**src/rtl/ncl_seq_pkg.sv**
```systemverilog
// ncl_seq_pkg: command encodings, FSM states and rail helpers
// shared by the NCL counter sequencer.
package ncl_seq_pkg;

    localparam int SYNC_STAGES = 2;

    typedef enum logic [1:0] {
        OP_COUNT = 2'b00,
        OP_HOLD  = 2'b01,
        OP_CLEAR = 2'b10,
        OP_RSVD  = 2'b11
    } cmd_op_t;

    typedef enum logic [1:0] {
        IN_IDLE,
        IN_DATA,
        IN_NULL
    } in_state_t;

    typedef enum logic {
        OUT_WAIT_DATA,
        OUT_WAIT_NULL
    } out_state_t;

    typedef struct packed {
        logic t_clr;
        logic f_clr;
        logic t_enable;
        logic f_enable;
    } rails_t;

    // DATA wavefront for an op: exactly one rail of each pair high.
    function automatic rails_t op_rails(input logic [1:0] op);
        rails_t r;
        r = '0;
        case (op)
            OP_COUNT: begin
                r.t_enable = 1'b1;
                r.f_clr    = 1'b1;
            end
            OP_HOLD: begin
                r.f_enable = 1'b1;
                r.f_clr    = 1'b1;
            end
            OP_CLEAR: begin
                r.t_enable = 1'b1;
                r.t_clr    = 1'b1;
            end
            default: r = '0;
        endcase
        return r;
    endfunction

endpackage

```
**src/rtl/ncl_counter_sequencer_sync.sv**
```systemverilog
// ncl_sync: parameterized-width multi-flop synchronizer
// for signals crossing in from the asynchronous NCL counter.
module ncl_sync
    import ncl_seq_pkg::*;
#(
    parameter int WIDTH  = 1,
    parameter int STAGES = SYNC_STAGES
) (
    input  logic             clk,
    input  logic             reset,
    input  logic [WIDTH-1:0] d,
    output logic [WIDTH-1:0] q
);

    logic [WIDTH-1:0] pipe [STAGES];

    always_ff @(posedge clk) begin
        if (!reset) begin
            for (int i = 0; i < STAGES; i++) pipe[i] <= '0;
        end else begin
            pipe[0] <= d;
            for (int i = 1; i < STAGES; i++) pipe[i] <= pipe[i-1];
        end
    end

    assign q = pipe[STAGES-1];

endmodule

```
**src/rtl/ncl_counter_sequencer.sv**
```systemverilog
// ncl_counter_sequencer: issues dual-rail command tokens to an NCL
// counter and captures its dual-rail results under a watchdog.
module ncl_counter_sequencer
    import ncl_seq_pkg::*;
#(
    parameter int WIDTH    = 8,
    parameter int TIMEOUT  = 1024,
    parameter int RST_HOLD = 4
) (
    input  logic             clk,
    input  logic             reset,
    input  logic             cmd_valid,
    output logic             cmd_ready,
    input  logic [1:0]       cmd_op,
    input  logic [8:0]       cmd_len,
    output logic             ncl_reset_n,
    output logic             f_clr,
    output logic             t_clr,
    output logic             f_enable,
    output logic             t_enable,
    input  logic             ackout,
    output logic             ackin,
    input  logic [WIDTH-1:0] f_out,
    input  logic [WIDTH-1:0] t_out,
    output logic             res_valid,
    output logic [WIDTH-1:0] res_data,
    output logic             busy,
    output logic             done,
    output logic             err
);

    localparam int TW = $clog2(TIMEOUT + 1);
    localparam int HW = $clog2(RST_HOLD + 1) + 1;

    logic             ack_s;
    logic [WIDTH-1:0] t_s;
    logic [WIDTH-1:0] f_s;

    ncl_sync #(.WIDTH(1)) u_sync_ack (
        .clk   (clk),
        .reset (reset),
        .d     (ackout),
        .q     (ack_s)
    );

    ncl_sync #(.WIDTH(2*WIDTH)) u_sync_out (
        .clk   (clk),
        .reset (reset),
        .d     ({t_out, f_out}),
        .q     ({t_s, f_s})
    );

    in_state_t  in_state;
    in_state_t  in_next;
    out_state_t out_state;
    out_state_t out_next;

    logic [1:0]    op_q;
    logic [8:0]    len_q;
    logic [8:0]    iss_cnt;
    logic [8:0]    iss_next;
    logic [8:0]    cap_cnt;
    logic [TW-1:0] in_tmr;
    logic [TW-1:0] out_tmr;
    logic [HW-1:0] hold_cnt;
    logic          data_prev;
    logic          null_prev;
    rails_t        rails_q;
    rails_t        rails_d;

    logic all_data;
    logic all_null;
    logic bad_pair;
    logic accept;
    logic legal;
    logic out_timed;
    logic in_to;
    logic out_to;
    logic err_d;
    logic cap_fire;
    logic done_d;
    logic busy_d;

    assign all_data = &(t_s ^ f_s);
    assign all_null = ~|(t_s | f_s);
    assign bad_pair = |(t_s & f_s);

    assign cmd_ready = (in_state == IN_IDLE)
                    && (out_state == OUT_WAIT_DATA)
                    && ncl_reset_n && !err && !busy;
    assign accept    = cmd_valid && cmd_ready;
    assign legal     = (cmd_op != OP_RSVD) && (cmd_len != 9'd0);
    assign out_timed = busy || (out_state == OUT_WAIT_NULL);

    always_comb begin
        in_next  = in_state;
        iss_next = iss_cnt;
        out_next = out_state;
        cap_fire = 1'b0;
        in_to    = 1'b0;
        out_to   = 1'b0;
        err_d    = err;
        done_d   = 1'b0;
        busy_d   = busy;
        rails_d  = '0;

        case (in_state)
            IN_IDLE: begin
                if (accept && legal) begin
                    in_next  = IN_DATA;
                    iss_next = 9'd1;
                end
            end
            IN_DATA: begin
                if (!ack_s) in_next = IN_NULL;
            end
            IN_NULL: begin
                if (ack_s) begin
                    if (iss_cnt < len_q) begin
                        in_next  = IN_DATA;
                        iss_next = iss_cnt + 9'd1;
                    end else begin
                        in_next = IN_IDLE;
                    end
                end
            end
            default: in_next = IN_IDLE;
        endcase

        // Two matching synced samples filter skew across the bus.
        case (out_state)
            OUT_WAIT_DATA: begin
                if (all_data && data_prev) begin
                    out_next = OUT_WAIT_NULL;
                    cap_fire = 1'b1;
                end
            end
            OUT_WAIT_NULL: begin
                if (all_null && null_prev) out_next = OUT_WAIT_DATA;
            end
            default: out_next = OUT_WAIT_DATA;
        endcase

        in_to  = (in_state != IN_IDLE) && (in_next == in_state)
              && (in_tmr == TW'(TIMEOUT - 1));
        out_to = out_timed && (out_next == out_state)
              && (out_tmr == TW'(TIMEOUT - 1));

        err_d = err || bad_pair || in_to || out_to
             || (accept && !legal);

        if (err_d) begin
            in_next  = IN_IDLE;
            out_next = OUT_WAIT_DATA;
            cap_fire = 1'b0;
        end

        done_d = busy && !err_d && (in_state == IN_IDLE)
              && (cap_cnt == len_q);

        if (err_d)       busy_d = 1'b0;
        else if (accept) busy_d = 1'b1;
        else if (done_d) busy_d = 1'b0;

        if (in_next == IN_DATA)
            rails_d = op_rails(accept ? cmd_op : op_q);
    end

    always_ff @(posedge clk) begin
        if (!reset) begin
            in_state    <= IN_IDLE;
            out_state   <= OUT_WAIT_DATA;
            op_q        <= 2'b00;
            len_q       <= 9'd0;
            iss_cnt     <= 9'd0;
            cap_cnt     <= 9'd0;
            in_tmr      <= '0;
            out_tmr     <= '0;
            hold_cnt    <= '0;
            ncl_reset_n <= 1'b0;
            data_prev   <= 1'b0;
            null_prev   <= 1'b0;
            rails_q     <= '0;
            res_valid   <= 1'b0;
            res_data    <= '0;
            busy        <= 1'b0;
            done        <= 1'b0;
            err         <= 1'b0;
        end else begin
            in_state  <= in_next;
            out_state <= out_next;
            iss_cnt   <= iss_next;
            rails_q   <= rails_d;
            data_prev <= all_data;
            null_prev <= all_null;
            res_valid <= cap_fire;
            busy      <= busy_d;
            done      <= done_d;
            err       <= err_d;

            if (cap_fire) res_data <= t_s;

            if (accept) begin
                op_q    <= cmd_op;
                len_q   <= cmd_len;
                cap_cnt <= 9'd0;
            end else if (cap_fire && busy) begin
                cap_cnt <= cap_cnt + 9'd1;
            end

            if (in_next != in_state || in_state == IN_IDLE)
                in_tmr <= '0;
            else
                in_tmr <= in_tmr + TW'(1);

            if (out_next != out_state || !out_timed)
                out_tmr <= '0;
            else
                out_tmr <= out_tmr + TW'(1);

            // Keep the counter in reset a few cycles past our own release.
            if (hold_cnt == HW'(RST_HOLD))
                ncl_reset_n <= 1'b1;
            else
                hold_cnt <= hold_cnt + HW'(1);
        end
    end

    assign t_clr    = rails_q.t_clr;
    assign f_clr    = rails_q.f_clr;
    assign t_enable = rails_q.t_enable;
    assign f_enable = rails_q.f_enable;
    assign ackin    = (out_state == OUT_WAIT_DATA);

endmodule

```
**config.mk**
```make
export PLATFORM = sky130hd
export DESIGN_NAME = ncl_counter_sequencer
export DESIGN_NICKNAME = d
export VERILOG_FILES = /design/src/rtl/ncl_seq_pkg.sv /design/src/rtl/ncl_counter_sequencer_sync.sv /design/src/rtl/ncl_counter_sequencer.sv
export SDC_FILE = /design/constraint.sdc
export NUM_CORES = 1
export LEC_CHECK = 0
export BUFFER_PORTS_ARGS = -buffer_cell sky130_fd_sc_hd__buf_4
export CORE_UTILIZATION = 40
export DETAILED_ROUTE_END_ITERATION = 8
export PLACE_DENSITY = 0.54
export SLEW_MARGIN = 0
export SYNTH_ARGS = -nofsm -noshare
export SYNTH_HDL_FRONTEND = slang
export SYNTH_HIERARCHICAL = 1
export SYNTH_SLANG_ARGS = --single-unit
```
**constraint.sdc**
```tcl
create_clock -name clk -period 6 [get_ports clk]
set_input_delay 0.3 -clock clk [delete_from_list [all_inputs] [get_ports clk]]
set_output_delay 0.3 -clock clk [all_outputs]
set_load 0.01 [all_outputs]
```
Word level (Yosys, flattened, before mapping) --
Memories as Yosys holds them, arrays and structs flattened. Index checks and enable logic that the tools add are counted.
Storage, ports and cells: bits in registers 77, bits in latches 0, RAM bits 34, bits in read-only memories 0, input bits 31, output and inout bits 19, word-level logic and storage cells 132, memories kept 2
Cells by class: add/subtract/negate cells 5, multiply operators 0, div/mod/pow operators 0, order comparisons 1, equal/unequal tests 17, shifts and indexed selects 0, mux-type cells 29, bitwise gates (word level) 9, reductions and logical operators 48
Memory list:
- u_sync_out.pipe | depth 2, bits a word 16, rd ports 2, clocked after memory_dff 0, wr ports 2, RTL line ncl_counter_sequencer_sync.sv:15 | logic [WIDTH-1:0] pipe [STAGES];
- u_sync_ack.pipe | depth 2, bits a word 1, rd ports 2, clocked after memory_dff 0, wr ports 2, RTL line ncl_counter_sequencer_sync.sv:15
Operators with widths (count):
- 16-bit 2-to-1 mux | 2
- 9-bit 2-to-1 mux | 3
- 11-bit by 1-bit adder with 11-bit output, second input constant | 2
- 11-bit by 10-bit == test with 1-bit output, second input constant | 2
- 9-bit by 1-bit adder with 9-bit output, second input constant | 2
- 1-bit logical AND | 18
- 9-bit case mux with 2 select lines | 1
- 1-bit 2-to-1 mux | 16
- 8-bit OR reduction | 2
- 2-bit OR reduction | 6
- 2-bit 2-to-1 mux | 5
- 9-bit == test | 1
- 9-bit less-than comparator | 1
- 9-bit nonzero test | 1
- 8-bit bitwise AND | 1
- 2-bit inequality test, second input constant | 4
- 8-bit bitwise OR | 1
- 8-bit AND reduction | 1
- 8-bit XOR | 1
- 1-bit logical OR | 7
- 2-bit by 1-bit == test with 1-bit output, second input constant | 3
- 1-bit logical NOT | 6
- 2-bit case mux with 3 select lines | 1
- 2-bit nonzero test | 3
- 13 further kinds | 19

Depth between registers and ports, before layout --
word-level depth 21, gate-level depth with buffers 11, mapped depth without buffers 8

Modules after synthesis --
The synthesis kept the hierarchy.
Modules (own cells, without submodules):
- ncl_counter_sequencer | times used 1, cells each 463, area an instance 3893.7 um2, sequential area each 1541.5 um2
- ncl_sync (u_sync_out) | times used 1, cells each 83, area an instance 1016.0 um2, sequential area each 640.6 um2
- ncl_sync (u_sync_ack) | times used 1, cells each 4, area an instance 52.6 um2, sequential area each 40.0 um2

Least setup slack after synthesis --
Ideal clock, no wire load.
path kind register to register, start point register len_q[8], end point register iss_cnt[3], library setup time 0.070 ns, data arrival time 1.988 ns, setup slack 3.941 ns, stages on the path, launching flop included 10, buffers on the path 1, clock period less this slack 2.059 ns, cell sequence dfxtp_1 -> inv_1 -> ha_1 -> a21oi_1 -> nand2_1 -> a211o_1 -> a21o_1 -> buf_2 -> or3_1 -> a21oi_1
Between the ends: cells in the longest elaborated chain, start to end 3
Ends and longest elaborated chain:
- start, declared | RTL line ncl_counter_sequencer.sv:59 | logic [8:0] len_q;
- start signal, assigned | RTL line ncl_counter_sequencer.sv:205 | len_q <= cmd_len;
- 9-bit less-than comparator | RTL line ncl_counter_sequencer.sv:119 | if (iss_cnt < len_q) begin
- 2-bit inequality test (no source line)
- 4-bit AND reduction (no source line)
- end signal, assigned | RTL line ncl_counter_sequencer.sv:192 | iss_cnt <= iss_next;
- end, declared | RTL line ncl_counter_sequencer.sv:60 | logic [8:0] iss_cnt;
Every way passes these cells. A chain may end at the register's enable or synchronous reset.

Worst setup path after layout --
start point register busy, end point register out_tmr[2]
Between the ends: cells in the longest elaborated chain, start to end 16
Ends and longest elaborated chain:
- start, declared | RTL line ncl_counter_sequencer.sv:27 | output logic busy,
- start signal, assigned | RTL line ncl_counter_sequencer.sv:197 | busy <= busy_d;
- 1-bit logical NOT | RTL line ncl_counter_sequencer.sv:90 | && ncl_reset_n && !err && !busy;
- 1-bit logical AND | RTL line ncl_counter_sequencer.sv:90
- 1-bit logical AND | RTL line ncl_counter_sequencer.sv:91 | assign accept = cmd_valid && cmd_ready;
- 1-bit logical AND | RTL line ncl_counter_sequencer.sv:109 | if (accept && legal) begin
- 2-bit 2-to-1 mux | RTL line ncl_counter_sequencer.sv:109
- 2-bit case mux with 3 select lines | RTL line ncl_counter_sequencer.sv:107 | case (in_state)
- 2-bit == test | RTL line ncl_counter_sequencer.sv:144 | in_to = (in_state != IN_IDLE) && (in_next == in_state)
- 1-bit logical AND | RTL line ncl_counter_sequencer.sv:144
- 1-bit logical AND | RTL line ncl_counter_sequencer.sv:145 | && (in_tmr == TW'(TIMEOUT - 1));
- 1-bit logical OR (2 in a row) | RTL line ncl_counter_sequencer.sv:149 | err_d = err || bad_pair || in_to || out_to
- 1-bit logical OR | RTL line ncl_counter_sequencer.sv:150 | || (accept && !legal);
- 1-bit 2-to-1 mux | RTL line ncl_counter_sequencer.sv:152 | if (err_d) begin
- 1-bit inequality test | RTL line ncl_counter_sequencer.sv:216 | if (out_next != out_state || !out_timed)
- 1-bit logical OR * | RTL line ncl_counter_sequencer.sv:216
- 2-bit OR reduction (no source line) *
- end signal, assigned | RTL line ncl_counter_sequencer.sv:219 | out_tmr <= out_tmr + TW'(1);
- end, declared | RTL line ncl_counter_sequencer.sv:64 | logic [TW-1:0] out_tmr;
Mark *: on every way between the ends. The rest lies on a longest branch, timed or not.

==> flow_summary.ini <==
[clock_tree]
cts.sinks = 111
clockRootBuffer = clkbuf_16
cts_hold_buf = 0
cts-htree-levels = 3
cts_setup_buffers = 0
cts_tree = done
cts.reportedPaths.clkPinSlew_ps = 80
clockBufferDepth = 2
cts_buffers = 9
ctsResizeCount = 0
worstSkewPairLatency_ps = 350

[floorplan]
fp.coreArea_sq_um = 12100
die_h_um = 113
die_x_um = 113
initial_core_util = 0.411
dieArea_sq_um = 12900
num_io_pins = 50
rows = 40

[route]
viasPerCell = 4.89
drt-pass1-iter-count = 4
dr_total_vias = 3680
wl_per_cell_um = 12.6
ant_nets = 0
drc_errors = 0
drtIter0Drc = 141
drt_wl_total_mm = 9.51

[place]
place_congestion = 0.812
numPortBuffers = 49
place_ws_ps = 3310
dp_hpwl_mm = 7.06
dp_cells = 737

[layout]
antenna_cells = 0
layout_commonest_cell = dfxtp_1
final_cells = 753
fill_cells = 1166
drive_gt1_frac = 0.183
layout.nets = 641
synthToLayoutAreaGrowth_pct = 14.5
final_cell_mix = dfxtp_1 (111), nor2_1 (55), buf_4 (51)

[power_and_ir_drop]
p_total_uw = 1480
power_density_nw_per_um2 = 261
ir_drop_v = 0.000172
leakage_uw = 0.00229

[sta]
fin_skew_ps = 9.72
setup_tns_ps = 0
fin_ws_ps = 3300
rsz0062_at_grt = false
finalCritPeriodShare = 0.451
fmax_mhz = 370
worst_pin_slew_ps = 917
final_max_slew_viol_count = 0
setup_violations = 0
slew_headroom = 0.388
hold_viol_final = 0
timing.hold.ws_ps = 155
final.min_clock_period_ps = 2700

[yosys]
synth_ff_type = dfxtp_1
syn_area_per_cell_sq_um = 9.02
synth.distinct_cells = 48
synthArstFlopShare = 0
synth_area_sq_um = 4960
synth_cells = 550
syn_nets = 611
ys_ff_latch = 111
synth_edf_count = 0
synth.yosys.seq_area_share = 0.448
ys_warn_count = 6

[worst_setup_path]
cp_data_required_time_ps = 6200
cp_slowest_cell = o221ai_1
worst_path_largest_cell_delay_ps = 720
start_kind = register
critical_path_arrival_ps = 2910
critical_path_class = reg -> reg
crit_path_cell_trace = nor4b_4 -> and3_1 -> nand2b_2 -> and3_1 -> o221ai_1 -> nor2_1
worstPathMaxFanout = 17
endpoint_kind = register
path_common_cell = and3_1

[global_route]
antenna_found_initial = 0
grt_max_degree = 49
grt_pass1_wl_mm = 16.0
grt_pass1_vias = 3528
track_usage = 0.159
overflow = 0

[hold_path]
hold_class = in -> reg

[run]
maxCapViolations = 0

[run_status]
status = finished clean
-- stage by stage --
stage | cell area (sq um) | utilization
after CTS | 5680 | 0.471
after global routing | 5680 | 0.471
after floorplan | 4960 | -
after detailed placement | 5360 | 0.444
after global placement | 5360 | 0.444
final | 5680 | 0.471
-- layout make-up --
type,instances,area (sq um),share of cell area
clock buffers,9,225,0.0396
clock inverters,7,95.1,0.0167
multi-input cells,370,2410,0.424
well taps,168,210,0.0370
repair buffers,51,383,0.0674
flip-flops and latches,111,2220,0.391
inverters,37,139,0.0244
-- kinds of logic (layout without fill, tap and decap cells) --
group           Yosys count  in the layout  synth area share
simple gates            237            237             0.254
xor+xnor                 30             30            0.0529
compound gates           65             65            0.0865
buf+inv                  69            104            0.0673
mux                       8              8            0.0161
flops                   111            111             0.448
fa+ha+maj                30             30            0.0756
-- critical path: cells and delay by family (launching register included) --
kind	cells	cell delay, ps
AOI/OAI and AO/OA	1	720
and+or+nand+nor	5	1450
DFF	1	370
-- sequential cells by signal, summed over array words and instances, names as in the netlist, 2 cells and up --
register / flops
u_sync_out/pipe: 32
out_tmr: 11
res_data: 8
hold_cnt: 4
op_q: 2
in_state: 2
u_sync_ack/pipe: 2
len_q: 9
in_tmr: 11
iss_cnt: 9
cap_cnt: 9
-- power by group --
group          total, uW  leakage [uW]  switching [uW]  internal (uW)
Clock                631      0.000157             294            337
Sequential           763      0.000902            10.1            753
Combinational       86.9       0.00123            45.4           41.5
-- synth_stat cells (all sizes together), types with 8 or more instances --
cell      n  area, sq um
nor3      9         45.0
inv      37          139
nand4    10         62.6
dfxtp   111         2220
nand2    45          169
xor2     20          175
buf      23          158
xnor2    10         87.6
clkbuf    9         37.5
o31ai    12         90.1
and3      9         61.3
mux2i     8         80.1
and2     39          284
ha       30          375
nor2     55          206
a21oi    27          139
nand3    39          200
-- layer usage --
layer,global-route usage,wire length [um],vias up
li1,-,-,1898
met4,0.0833,199,0
met3,0.0441,414,15
met5,0,0,-
met2,0.267,4590,74
met1,0.185,4300,1693
-- worst paths after layout --
check        cells past startpoint               endpoint  slack, ps                   from
max                              6             out_tmr[2]       3300                   busy
min                              2  u_sync_ack/pipe[0][0]        160                 ackout
max reg2reg                      6             out_tmr[2]       3300                   busy
min reg2reg                      1  u_sync_ack/pipe[0][1]        450  u_sync_ack/pipe[0][0]
(Power assumes the default switching activity.)
